===== config.mk =====
export PLATFORM = sky130hd
export DESIGN_NAME = rsa_modmul_serial
export DESIGN_NICKNAME = d
export VERILOG_FILES = /design/src/rtl/rsa_pkg.sv /design/src/rtl/rsa_cond_sub.sv /design/src/rtl/rsa_modmul_serial.sv
export SDC_FILE = /design/constraint.sdc
export NUM_CORES = 1
export LEC_CHECK = 0
export CORE_ASPECT_RATIO = 1.4
export CORE_UTILIZATION = 44
export DETAILED_ROUTE_END_ITERATION = 10
export GPL_TIMING_DRIVEN = 0
export PLACE_DENSITY = 0.73
export RECOVER_POWER = 50
export REMOVE_ABC_BUFFERS = 1
export SLEW_MARGIN = 40
export SYNTH_ARGS = -nofsm -noshare
export SYNTH_HDL_FRONTEND = slang
export SYNTH_SLANG_ARGS = --single-unit

===== constraint.sdc =====
create_clock -name clk -period 9.8 [get_ports clk]
set_clock_uncertainty 0.05 [all_clocks]
set_input_delay 2.94 -clock clk [delete_from_list [all_inputs] [get_ports clk]]
set_output_delay 2.94 -clock clk [all_outputs]
set_load 0.01 [all_outputs]

===== src/rtl/rsa_pkg.sv =====
// Shared types and constants for the serial RSA modular multiplier.
package rsa_pkg;

  localparam int unsigned RSA_WIDTH = 8;

  typedef enum logic [1:0] {
    StIdle,
    StDbl,
    StAdd,
    StDone
  } rsa_state_e;

  // The accumulator needs one guard bit: doubled or summed values stay below 2*M.
  function automatic int unsigned acc_width(input int unsigned w);
    return w + 1;
  endfunction

endpackage


===== src/rtl/rsa_cond_sub.sv =====
// Single conditional subtraction of the modulus: y = (x >= m) ? x - m : x, truncated to WIDTH.
module rsa_cond_sub
  import rsa_pkg::*;
#(
  parameter int unsigned WIDTH = RSA_WIDTH
) (
  input  logic [WIDTH:0]   x_i,
  input  logic [WIDTH-1:0] m_i,
  output logic [WIDTH-1:0] y_o
);

  localparam int unsigned AccW = acc_width(WIDTH);

  logic [AccW-1:0] m_ext;

  always_comb begin
    m_ext = {1'b0, m_i};
    y_o   = (x_i >= m_ext) ? WIDTH'(x_i - m_ext) : x_i[WIDTH-1:0];
  end

endmodule


===== src/rtl/rsa_modmul_serial.sv =====
// Interleaved MSB-first modular multiplier P = (A * B) mod M.
// Define RSA_MODMUL_SKIP_ZERO_EN to skip the ADD cycle for zero bits of B.
module rsa_modmul_serial
  import rsa_pkg::*;
#(
  parameter int unsigned WIDTH = RSA_WIDTH
) (
  input  logic             clk,
  input  logic             rst,
  input  logic             start_i,
  input  logic [WIDTH-1:0] a_i,
  input  logic [WIDTH-1:0] b_i,
  input  logic [WIDTH-1:0] m_i,
  output logic             ready_o,
  output logic             done_o,
  output logic             err_o,
  output logic [WIDTH-1:0] p_o
);

  localparam int unsigned AccW = acc_width(WIDTH);
  localparam int unsigned IdxW = (WIDTH > 1) ? $clog2(WIDTH) : 1;
  localparam logic [IdxW-1:0] IdxMax = IdxW'(WIDTH - 1);

  rsa_state_e      state_q, state_d;
  logic [WIDTH-1:0] acc_q, acc_d, a_q, a_d, b_q, b_d, m_q, m_d, p_q, p_d;
  logic [IdxW-1:0]  idx_q, idx_d;
  logic             ready_q, ready_d, done_q, done_d, err_q, err_d;

  logic [WIDTH-1:0] addend, red;
  logic [AccW-1:0]  sum;
  logic             bit_set;

  // DBL and ADD share one adder: doubling is acc + acc.
  always_comb begin
    addend  = (state_q == StDbl) ? acc_q : a_q;
    sum     = {1'b0, acc_q} + {1'b0, addend};
    bit_set = b_q[idx_q];
  end

  rsa_cond_sub #(
    .WIDTH(WIDTH)
  ) u_cond_sub (
    .x_i(sum),
    .m_i(m_q),
    .y_o(red)
  );

  always_comb begin
    state_d = state_q;
    acc_d   = acc_q;
    a_d     = a_q;
    b_d     = b_q;
    m_d     = m_q;
    p_d     = p_q;
    idx_d   = idx_q;
    err_d   = err_q;
    unique case (state_q)
      StIdle: begin
        if (start_i) begin
          a_d   = a_i;
          b_d   = b_i;
          m_d   = m_i;
          acc_d = '0;
          idx_d = IdxMax;
          err_d = 1'b0;
          if (m_i == '0 || a_i >= m_i) begin
            state_d = StDone;
            err_d   = 1'b1;
            p_d     = '0;
          end else begin
            state_d = StDbl;
          end
        end
      end
      StDbl: begin
        acc_d = red;
`ifdef RSA_MODMUL_SKIP_ZERO_EN
        if (!bit_set) begin
          if (idx_q == '0) begin
            state_d = StDone;
            p_d     = red;
          end else begin
            idx_d   = idx_q - IdxW'(1);
            state_d = StDbl;
          end
        end else begin
          state_d = StAdd;
        end
`else
        state_d = StAdd;
`endif
      end
      StAdd: begin
        if (bit_set) acc_d = red;
        if (idx_q == '0) begin
          state_d = StDone;
          p_d     = bit_set ? red : acc_q;
        end else begin
          idx_d   = idx_q - IdxW'(1);
          state_d = StDbl;
        end
      end
      StDone: state_d = StIdle;
    endcase
    done_d  = (state_d == StDone);
    ready_d = (state_d == StIdle);
  end

  always_ff @(posedge clk or posedge rst) begin
    if (rst) begin
      state_q <= StIdle;
      acc_q   <= '0;
      a_q     <= '0;
      b_q     <= '0;
      m_q     <= '0;
      p_q     <= '0;
      idx_q   <= '0;
      ready_q <= 1'b1;
      done_q  <= 1'b0;
      err_q   <= 1'b0;
    end else begin
      state_q <= state_d;
      acc_q   <= acc_d;
      a_q     <= a_d;
      b_q     <= b_d;
      m_q     <= m_d;
      p_q     <= p_d;
      idx_q   <= idx_d;
      ready_q <= ready_d;
      done_q  <= done_d;
      err_q   <= err_d;
    end
  end

  assign ready_o = ready_q;
  assign done_o  = done_q;
  assign err_o   = err_q;
  assign p_o     = p_q;

endmodule


==> run metrics <==
DIE WIDTH 75.5 um; nets 437; Post-Syn Area between 3000 and 4000 um2; YS warnings 0; number of synthesized flops with an enable pin 0; number of global-route vias before repair roughly 2,600; Final GP Congestion just over 0.9; number of remaining DRC errors 0; Post-Synthesis Cells about 340; placed cell area between 3000 and 4000 um2; leading area contributor after synthesis dfrtp_1; Clk Latency, worst-skew pair slightly above 300 ps; Slew HR -0.0933; FFs w/ async S/R, synth 1.00; WS Path Type in2reg; routed length per instance about 15 um; Main synth FF type dfrtp_1; hold path startpoint m_q[7]; I/O Buffers 37; Sink Count 48; worst reg-to-reg path cell count 15; #FFs+latches synth 48; MaxCap Viol Count 1; R2R setup slack approximately 5000 ps; fin crit share 0.546; Hold Path Class reg2reg; row count 37; Clk pin slew, worst setup/hold paths about 100 ps; synth-to-layout area growth 16.2%; Hold-fix buffers, CTS 0; RSZ-0062 raised after global routing false; startpoint types primary input; R2R Path Start state_q[1]; initial drt markers 119; top sig layer met4; first-pass GRT wire length 12.1 mm; slowest CP cell o31a_1; die area 7910 um2; Final Setup Violations 0; sequential-to-total area share from yosys stat 0.362; failing checks max-capacitance violations, max-slew violations; final antenna-violating net count 0; fraction of layout cells with a size suffix above 1 0.124; Worst Path Buf+Inv 2; setup TNS 0 ps; post-CTS resize count 0; Die Height 105 um; postcts setup bufs 0; CP cell instances clkdlybuf4s50_1 -> inv_1 -> ha_1 -> a21o_1 -> a21o_1 -> a221oi_1 -> o31a_1 -> o21ai_1 -> mux2_4; critical path's most frequent cell a21o_1; clock tree buffer depth 2; vias after detailed routing 2,683; required time of the critical path between 9000 and 10,000 ps; TritonRoute pass-1 iters 5; Critical Path Max Stage Delay 500 ps; run status finished, violations left; Synth top area share 0.354; crit end category register; Fillers about 730; root buf cell clkbuf_8; f_max approximately 190 MHz; largest net degree at the start of global routing 36; H-tree levels 2; initial antenna violation count 0; Post-Route WL between 7 and 8 mm; hold path depth 2; DR WL met2 between 4 and 5 mm; Post-Route M1 WL between 2 and 3 mm; initial core utilization 0.455; Slew Viols, Final 32; final hold violations 0; GRT Overall Usage 0.201; ranking of synthesized cells by area dfrtp_1, ha_1, mux2_2, nand2_1, o21ai_0; r2r endpoint p_o[3]; syn_area_per_cell around 9.7 um2; CTS Buf Count 5; library cells used by synthesis 59; top cell family by delay on the critical path compound AO/OA/AOI/OAI gates; crit path max fanout 9; design area a little under 4000 um2; # diodes 0; Tightest Pin Transition between 1500 and 2000 ps; GRT overflow 0; post-route minimum period between 5000 and 6000 ps; hold worst-path end m_q[7]; DP HPWL 5.79 mm; core area between 7000 and 8000 um2; CTS tree built; post-layout util 0.528; drt via density 5.64; routed wl met3 around 270 um; IO Count 38; CP arrival 5500 ps
## cell type report
class / count / area [um2] / share of cell area
multi-input combinational: 252 / 1940 / 0.503
sequential: 48 / 1200 / 0.311
timing repair buffer: 38 / 374 / 0.0968
inverter: 33 / 125 / 0.0324
tap: 97 / 121 / 0.0314
clock buffer: 6 / 82.6 / 0.0214
clock inverter: 2 / 15.0 / 0.00388
## state kept, by name, summed over array words and instances (netlist names)
name	cells
a_q	8
acc_q	8
b_q	8
m_q	8
p_o	8
idx_q	3
state_q	2
done_o	1
err_o	1
ready_o	1
## cells in the final DEF, fill, tap and decap left out, types with 3 or more instances in the layout
cell type        instances
dfrtp_1                 47
clkdlybuf4s50_1         34
nand2_1                 32
inv_1                   31
ha_1                    30
mux2_2                  25
o21ai_0                 24
a21oi_1                 17
nand3_1                  9
a21o_1                   8
nor2_1                   8
o211ai_1                 6
nand4_1                  6
a211oi_1                 6
o31ai_1                  6
clkbuf_8                 6
nor2b_1                  5
a31o_2                   5
xor2_1                   4
o31a_1                   3
a31oi_1                  3
o21ai_1                  3
nor3_1                   3
xnor2_1                  3
and3_1                   3
and2_1                   3
dlygate4sd3_1            3
## Yosys cell counts, drive strengths merged, types with 4 or more instances
cell and n:
o31ai 6, mux2 27, nand3 9, a21oi 17, a211oi 6, buf 5
nor2 8, a21o 8, a31oi 4, clkbuf 6, inv 33, nand4 6
nor2b 5, a31o 5, nand2 33, o21ai 28, o211ai 6, dfrtp 47
ha 30, xor2 4
## per-layer routing
| layer | track usage | up-vias |
|---|---|---|
| li1 | - | 1335 |
| met1 | 0.238 | 1281 |
| met2 | 0.361 | 58 |
| met3 | 0.0270 | 9 |
| met4 | 0.0648 | 0 |
| met5 | 0 | - |
## worst max path at each step
stage,slack (ps),start,to,cells after the start
final,4450,m_i[5],p_o[0],9
after global routing,4140,rst,acc_q[4],3
after CTS,4440,m_i[5],p_o[0],9
after detailed placement,4110,m_i[5],p_o[0],9
after global placement,4200,m_i[5],p_o[0],9
after floorplan,5040,m_i[5],p_o[0],8
## cells by family after synthesis
family	after synthesis	share of synthesized area
multiplexers	31	0.116
AND/OR/NAND/NOR	77	0.110
XOR/XNOR	7	0.0184
flip-flops	48	0.362
buffers and inverters	44	0.0564
AO/OA/AOI/OAI	105	0.213
adder cells (fa/ha/maj)	32	0.125
## tightest hold or removal path: stages, from the launching register on
cell     delay, ps
dfrtp_1        350
nand2_1         50
o21ai_0         60
## per-stage QoR
| step | setup WS, ps | std cells | hold slack (ps) |
|---|---|---|---|
| after detailed placement | 4110 | 468 | 423 |
| final | 4450 | 476 | 444 |
| after global routing | 4140 | 476 | 478 |
| after floorplan | 5040 | 333 | 396 |
| after global placement | 4200 | 467 | 414 |
| after CTS | 4440 | 476 | 445 |
Power is not shown: default switching activity piles up to over one toggle a cycle in this logic, so the estimate is an artifact.
